==> config.mk <==
export PLATFORM = sky130hd
export DESIGN_NAME = mux_info_scan
export DESIGN_NICKNAME = d
export VERILOG_FILES = /design/src/rtl/mux_info_scan.sv
export SDC_FILE = /design/constraint.sdc
export NUM_CORES = 1
export LEC_CHECK = 0
export ABC_AREA = 1
export ABC_CLOCK_PERIOD_IN_PS = 2600
export BUFFER_PORTS_ARGS = -buffer_cell sky130_fd_sc_hd__buf_2
export CORE_AREA = 2 2 103 65
export DETAILED_ROUTE_END_ITERATION = 10
export DIE_AREA = 0 0 105 67
export PLACE_DENSITY_LB_ADDON = 0.05
export SETUP_SLACK_MARGIN = 0.5
export SYNTH_ARGS = -nofsm -noshare
export SYNTH_HDL_FRONTEND = slang
export SYNTH_SLANG_ARGS = --single-unit
==> constraint.sdc <==
create_clock -name clk -period 2.6 [get_ports clk]
set_input_delay 0.39 -clock clk [delete_from_list [all_inputs] [get_ports clk]]
set_output_delay 0.39 -clock clk [all_outputs]
set_load 0.03 [all_outputs]
==> src/rtl/mux_info_scan.sv <==
// mux_info_scan: selects one of N_CH multi-digit BCD words for the display path,
// either manually (sel) or by round-robin scanning with a programmable dwell time.
// Optional leading-zero blanking; hold freezes output, channel and dwell counter.
//
// Ports:
//   clk        system clock, rising edge
//   rst_n      asynchronous active-low reset
//   numero_in  channel c, digit d at [(c*N_DIG+d)*4 +: 4], d=0 least significant
//   sel        manual channel select (out-of-range values are ignored)
//   mode       0 = manual, 1 = auto scan
//   hold       freeze output, channel and dwell counter
//   s_mux      selected, optionally blanked digits (registered, 1 cycle latency)
//   ch_act     channel currently driving s_mux
//   upd        one-cycle pulse after ch_act takes a new value
module mux_info_scan #(
    parameter int unsigned N_CH     = 2,
    parameter int unsigned N_DIG    = 4,
    parameter int unsigned DWELL    = 50_000_000,
    parameter int unsigned BLANK_LZ = 1,
    parameter int unsigned SEL_W    = $clog2(N_CH)
) (
    input  logic                        clk,
    input  logic                        rst_n,
    input  logic [N_CH*N_DIG*4-1:0]     numero_in,
    input  logic [SEL_W-1:0]            sel,
    input  logic                        mode,
    input  logic                        hold,
    output logic [N_DIG*4-1:0]          s_mux,
    output logic [SEL_W-1:0]            ch_act,
    output logic                        upd
);

    localparam int unsigned WORD_W = N_DIG * 4;
    localparam int unsigned CNT_W  = (DWELL > 2) ? $clog2(DWELL) : 1;
    localparam logic [CNT_W-1:0] CNT_LAST = CNT_W'(DWELL - 1);
    localparam logic [SEL_W-1:0] CH_LAST  = SEL_W'(N_CH - 1);
    localparam logic [SEL_W:0]   N_CH_V   = (SEL_W + 1)'(N_CH);

    typedef enum logic [1:0] {
        ST_MAN  = 2'd0,
        ST_SCAN = 2'd1,
        ST_FRZ  = 2'd2
    } state_t;

    state_t              state, state_nxt;
    logic [CNT_W-1:0]    cnt, cnt_nxt;
    logic [SEL_W-1:0]    ch_nxt;
    logic [WORD_W-1:0]   word_sel;
    logic [WORD_W-1:0]   word_fmt;

    // Replace zero digits above the most significant non-zero digit with 4'hF;
    // digit 0 is always shown so that a zero value still displays "0".
    function automatic logic [WORD_W-1:0] fmt_word(input logic [WORD_W-1:0] w);
        logic lead;
        fmt_word = w;
        lead     = (BLANK_LZ != 0);
        for (int d = int'(N_DIG) - 1; d >= 1; d--) begin
            if (lead && (w[d*4 +: 4] == 4'h0)) begin
                fmt_word[d*4 +: 4] = 4'hF;
            end else begin
                lead = 1'b0;
            end
        end
    endfunction

    // Next state, dwell counter and channel; hold outranks everything, and a
    // mode change outranks a dwell expiry in the same cycle.
    always_comb begin
        state_nxt = state;
        cnt_nxt   = cnt;
        ch_nxt    = ch_act;
        if (hold) begin
            state_nxt = ST_FRZ;
        end else if (!mode) begin
            state_nxt = ST_MAN;
            cnt_nxt   = '0;
            if ({1'b0, sel} < N_CH_V) begin
                ch_nxt = sel;
            end
        end else begin
            state_nxt = ST_SCAN;
            if (state == ST_MAN) begin
                // entry from manual: restart dwell on the current channel
                cnt_nxt = '0;
            end else if (cnt == CNT_LAST) begin
                cnt_nxt = '0;
                ch_nxt  = (ch_act == CH_LAST) ? '0 : SEL_W'(ch_act + 1'b1);
            end else begin
                // SCAN, or leaving FRZ: resume from the held count
                cnt_nxt = CNT_W'(cnt + 1'b1);
            end
        end
    end

    // Pick the word of the channel that will be active after this edge.
    always_comb begin
        word_sel = '0;
        for (int c = 0; c < int'(N_CH); c++) begin
            if (ch_nxt == SEL_W'(c)) begin
                word_sel = numero_in[c*WORD_W +: WORD_W];
            end
        end
        word_fmt = fmt_word(word_sel);
    end

    // State and output registers.
    always_ff @(posedge clk or negedge rst_n) begin
        if (!rst_n) begin
            state  <= ST_MAN;
            cnt    <= '0;
            ch_act <= '0;
            s_mux  <= '0;
            upd    <= 1'b0;
        end else begin
            state  <= state_nxt;
            cnt    <= cnt_nxt;
            ch_act <= ch_nxt;
            if (state_nxt != ST_FRZ) begin
                s_mux <= word_fmt;
                upd   <= (ch_nxt != ch_act);
            end else begin
                upd   <= 1'b0;
            end
        end
    end

endmodule

==> impl_results.md <==
* Worst-Margin Slew at just over 600 ps
* GRT Util Overall at around 22%
* CTS root buf: clkbuf_8
* Top-area cell type share of the netlist area at 43.0%
* Vias in the first global route at 2396
* Post-Route Skew at about 7.3 ps
* P_leak at 1.72 nW
* First-pass GRT wire length at 12000 um
* Area grow syn2layout at 38.4%
* Clock-pin slew on the worst setup and hold paths at roughly 90 ps
* Core box area at ~6000 um2
* Yosys reg bits at 46
* # IOs at between 50 and 60
* DIE AREA at 7040 um2
* Buf/Inv on CP at 0
* Die height at ~67 um
* Average routed wire per standard cell at 14.4 um
* Cell breakdown of the critical path: ha_2, nand2_2, nor2_4, nand2_2, nor2_4, nand4_1, nand3_2, nand3_4, nand2_4, nand2_1, nand2_1, nand2_1, nor2_4, nand3_4, a21oi_2
* Slew headroom at 58.9%
* CP arrival at around 2500 ps
* H-tree depth at 2
* Yosys top cell by area: dfrtp_1
* Initial antenna violation count at 0
* Number of synthesized flops with an enable pin at 0
* Worst Path Class, Setup: flip-flop to flip-flop
* Crit. End Element: flip-flop
* RSZ-0062 raised after global routing: yes
* Setup crit start kind: flip-flop
* CTS tree: done
* Synth top cells by count: 71 x nand2_1, 48 x inv_1, 46 x dfrtp_1
* Status: completed
* Clock Tree Buf Depth at 2
* Synth warn at 0
* Pin count of the biggest net entering global routing at 26
* Final Hold Violating Endpoints at 0
* Synth Instances at between 300 and 400
* Fin crit share at 88.7%
* Post-Syn Area at about 2700 um2
* Power after layout at about 1.8 mW
* Worst path max stage delay at roughly 410 ps
* FFs w/ async S/R, synth at between 90% and 100%
* Fin. max-slew vios at 0
* Count leader, synth: nand2_1
* Clk sink count at 46
* # diodes at 0
* Yosys cell types at 35
* IO buf count at between 50 and 60
* Worst-path maximum fanout at 6
* Hold Path Class: input pin to flip-flop
* Max_cap viols at 0
* Fin nets at 490
* Req. time, crit path at ~2800 ps
* Vias post-DR at 2713
* Critical path's slowest cell: dfrtp_1
* Syn Nets at roughly 400
* Layout cells sized above 1 at 38.9%
* Initial Util at roughly 45%
* First drt pass iteration count at 5
* Max Freq at 434 MHz
* Gr ovfl total at 0
* CP top delay family: simple AND/OR/NAND/NOR gates
* Tmin final at 2300 ps
* Hpwl dp at approximately 5300 um
* Routed wire length at 7750 um
* Power per cell area at between 400 and 500 nW/um2
* Fill count at approximately 560
* 1st-iter DRT viols at roughly 170
* Main synth FF type: dfrtp_1
* Post-Syn Area per Cell at between 7 and 8 um2
* Final ANT Viol Nets at 0
* Sequential-to-total area share from yosys stat at between 40% and 50%
* Synth top area cells: dfrtp_1 43%, nand2_1 9.9%, inv_1 6.7%
* Num rows at 22
* DRC errors left at 0
* TritonCTS Buffers at 5
* Clock latency on the worst-skew pair at about 300 ps
* Max IR drop VDD at approximately 0.00024 V
* Global placer's final weighted congestion at 0.841
* Width of the die at 105 um
* Vias/cell at 5.05
* Final setup vio count at 0
* Final setup TNS at 0 ps
-- power breakdown --
part | internal (mW) | switching, mW
combinational | 0.159 | 0.285
clock | 0.283 | 0.254
sequential | 0.760 | 0.0275
-- metrics by stage --
step           setup slack (ps)  utilization, %  hold slack, ps  area, um2  cells
6_report                    295            61.8             360       3710    537
5_1_grt                     140            61.8             370       3710    537
4_1_cts                     246            58.3             360       3500    527
3_5_place_dp                151            50.9             299       3060    495
3_3_place_gp                215            50.9             293       3060    495
2_1_floorplan               593               -            94.4       2680    360
-- kinds of logic (layout without fill, tap and decap cells) --
| logic type | after synthesis | in the layout | synth area share [%] |
|---|---|---|---|
| flops | 46 | 46 | 43.0 |
| buf+inv | 62 | 153 | 9.29 |
| fa+ha+maj | 1 | 1 | 0.467 |
| simple gates | 174 | 176 | 30.9 |
| xor+xnor | 2 | 2 | 0.654 |
| compound gates | 75 | 75 | 15.7 |
-- timing repair --
| item | in CTS | in global routing |
|---|---|---|
| cloned | 2 | 0 |
| endpoints found under the setup margin | 17 | 30 |
| resized for setup | 35 | 36 |
| pin swaps | 20 | 26 |
| hold buffers | 1 | 0 |
| setup buffers | 21 | 10 |
| endpoints found under the hold margin | 11 | 0 |
-- final timing paths --
check | start | endpoint | slack (ps) | depth (start not counted)
max in group asynchronous | rst_n | cnt[2] | 1510 | 3
hold reg to reg | s_mux[3] | s_mux[3] | 480 | 2
setup reg to reg | cnt[0] | s_mux[5] | 300 | 15
min in group asynchronous | rst_n | cnt[17] | 500 | 2
setup / recovery | cnt[0] | s_mux[5] | 300 | 15
hold / removal | numero_in[1] | s_mux[1] | 360 | 3
-- registers in the layout, summed over array words and instances (netlist names) --
name	cells
s_mux	16
upd	1
cnt	26
state	2
ch_act	1
-- routing by layer --
layer  up-vias  track usage [%]  part of all wire [%]
met1      1274             34.8                    53
li1       1367                -                     -
met2        67             30.4                    41
met4         0             4.50                  0.72
met3         5             4.21                   5.1
met5         -                0                     0
-- worst min-delay path, stage by stage --
cell and delay (ps):
buf_2 80, nor2_1 40, o21ai_1 120
-- layout make-up --
cell class | instances | area [um2] | area share [%]
multi-input combinational | 254 | 1550 | 41.9
sequential | 46 | 1150 | 31.1
timing repair buffer | 94 | 597 | 16.1
inverter | 51 | 191 | 5.16
tap | 84 | 105 | 2.83
clock buffer | 5 | 68.8 | 1.86
clock inverter | 3 | 40.0 | 1.08
-- cell usage in the layout, fill, tap and decap left out, types with 7 or more instances in the layout --
| cell type | count |
|---|---|
| nand2_2 | 23 |
| a21oi_1 | 15 |
| inv_1 | 47 |
| nor2_2 | 9 |
| a21oi_2 | 8 |
| o21ai_0 | 23 |
| nor2_4 | 8 |
| buf_4 | 35 |
| nor2_1 | 33 |
| dfrtp_1 | 45 |
| nand3_1 | 14 |
| buf_2 | 54 |
| o21ai_1 | 7 |
| nand2_1 | 55 |
No activity file was read; power rests on OpenSTA's default activity.
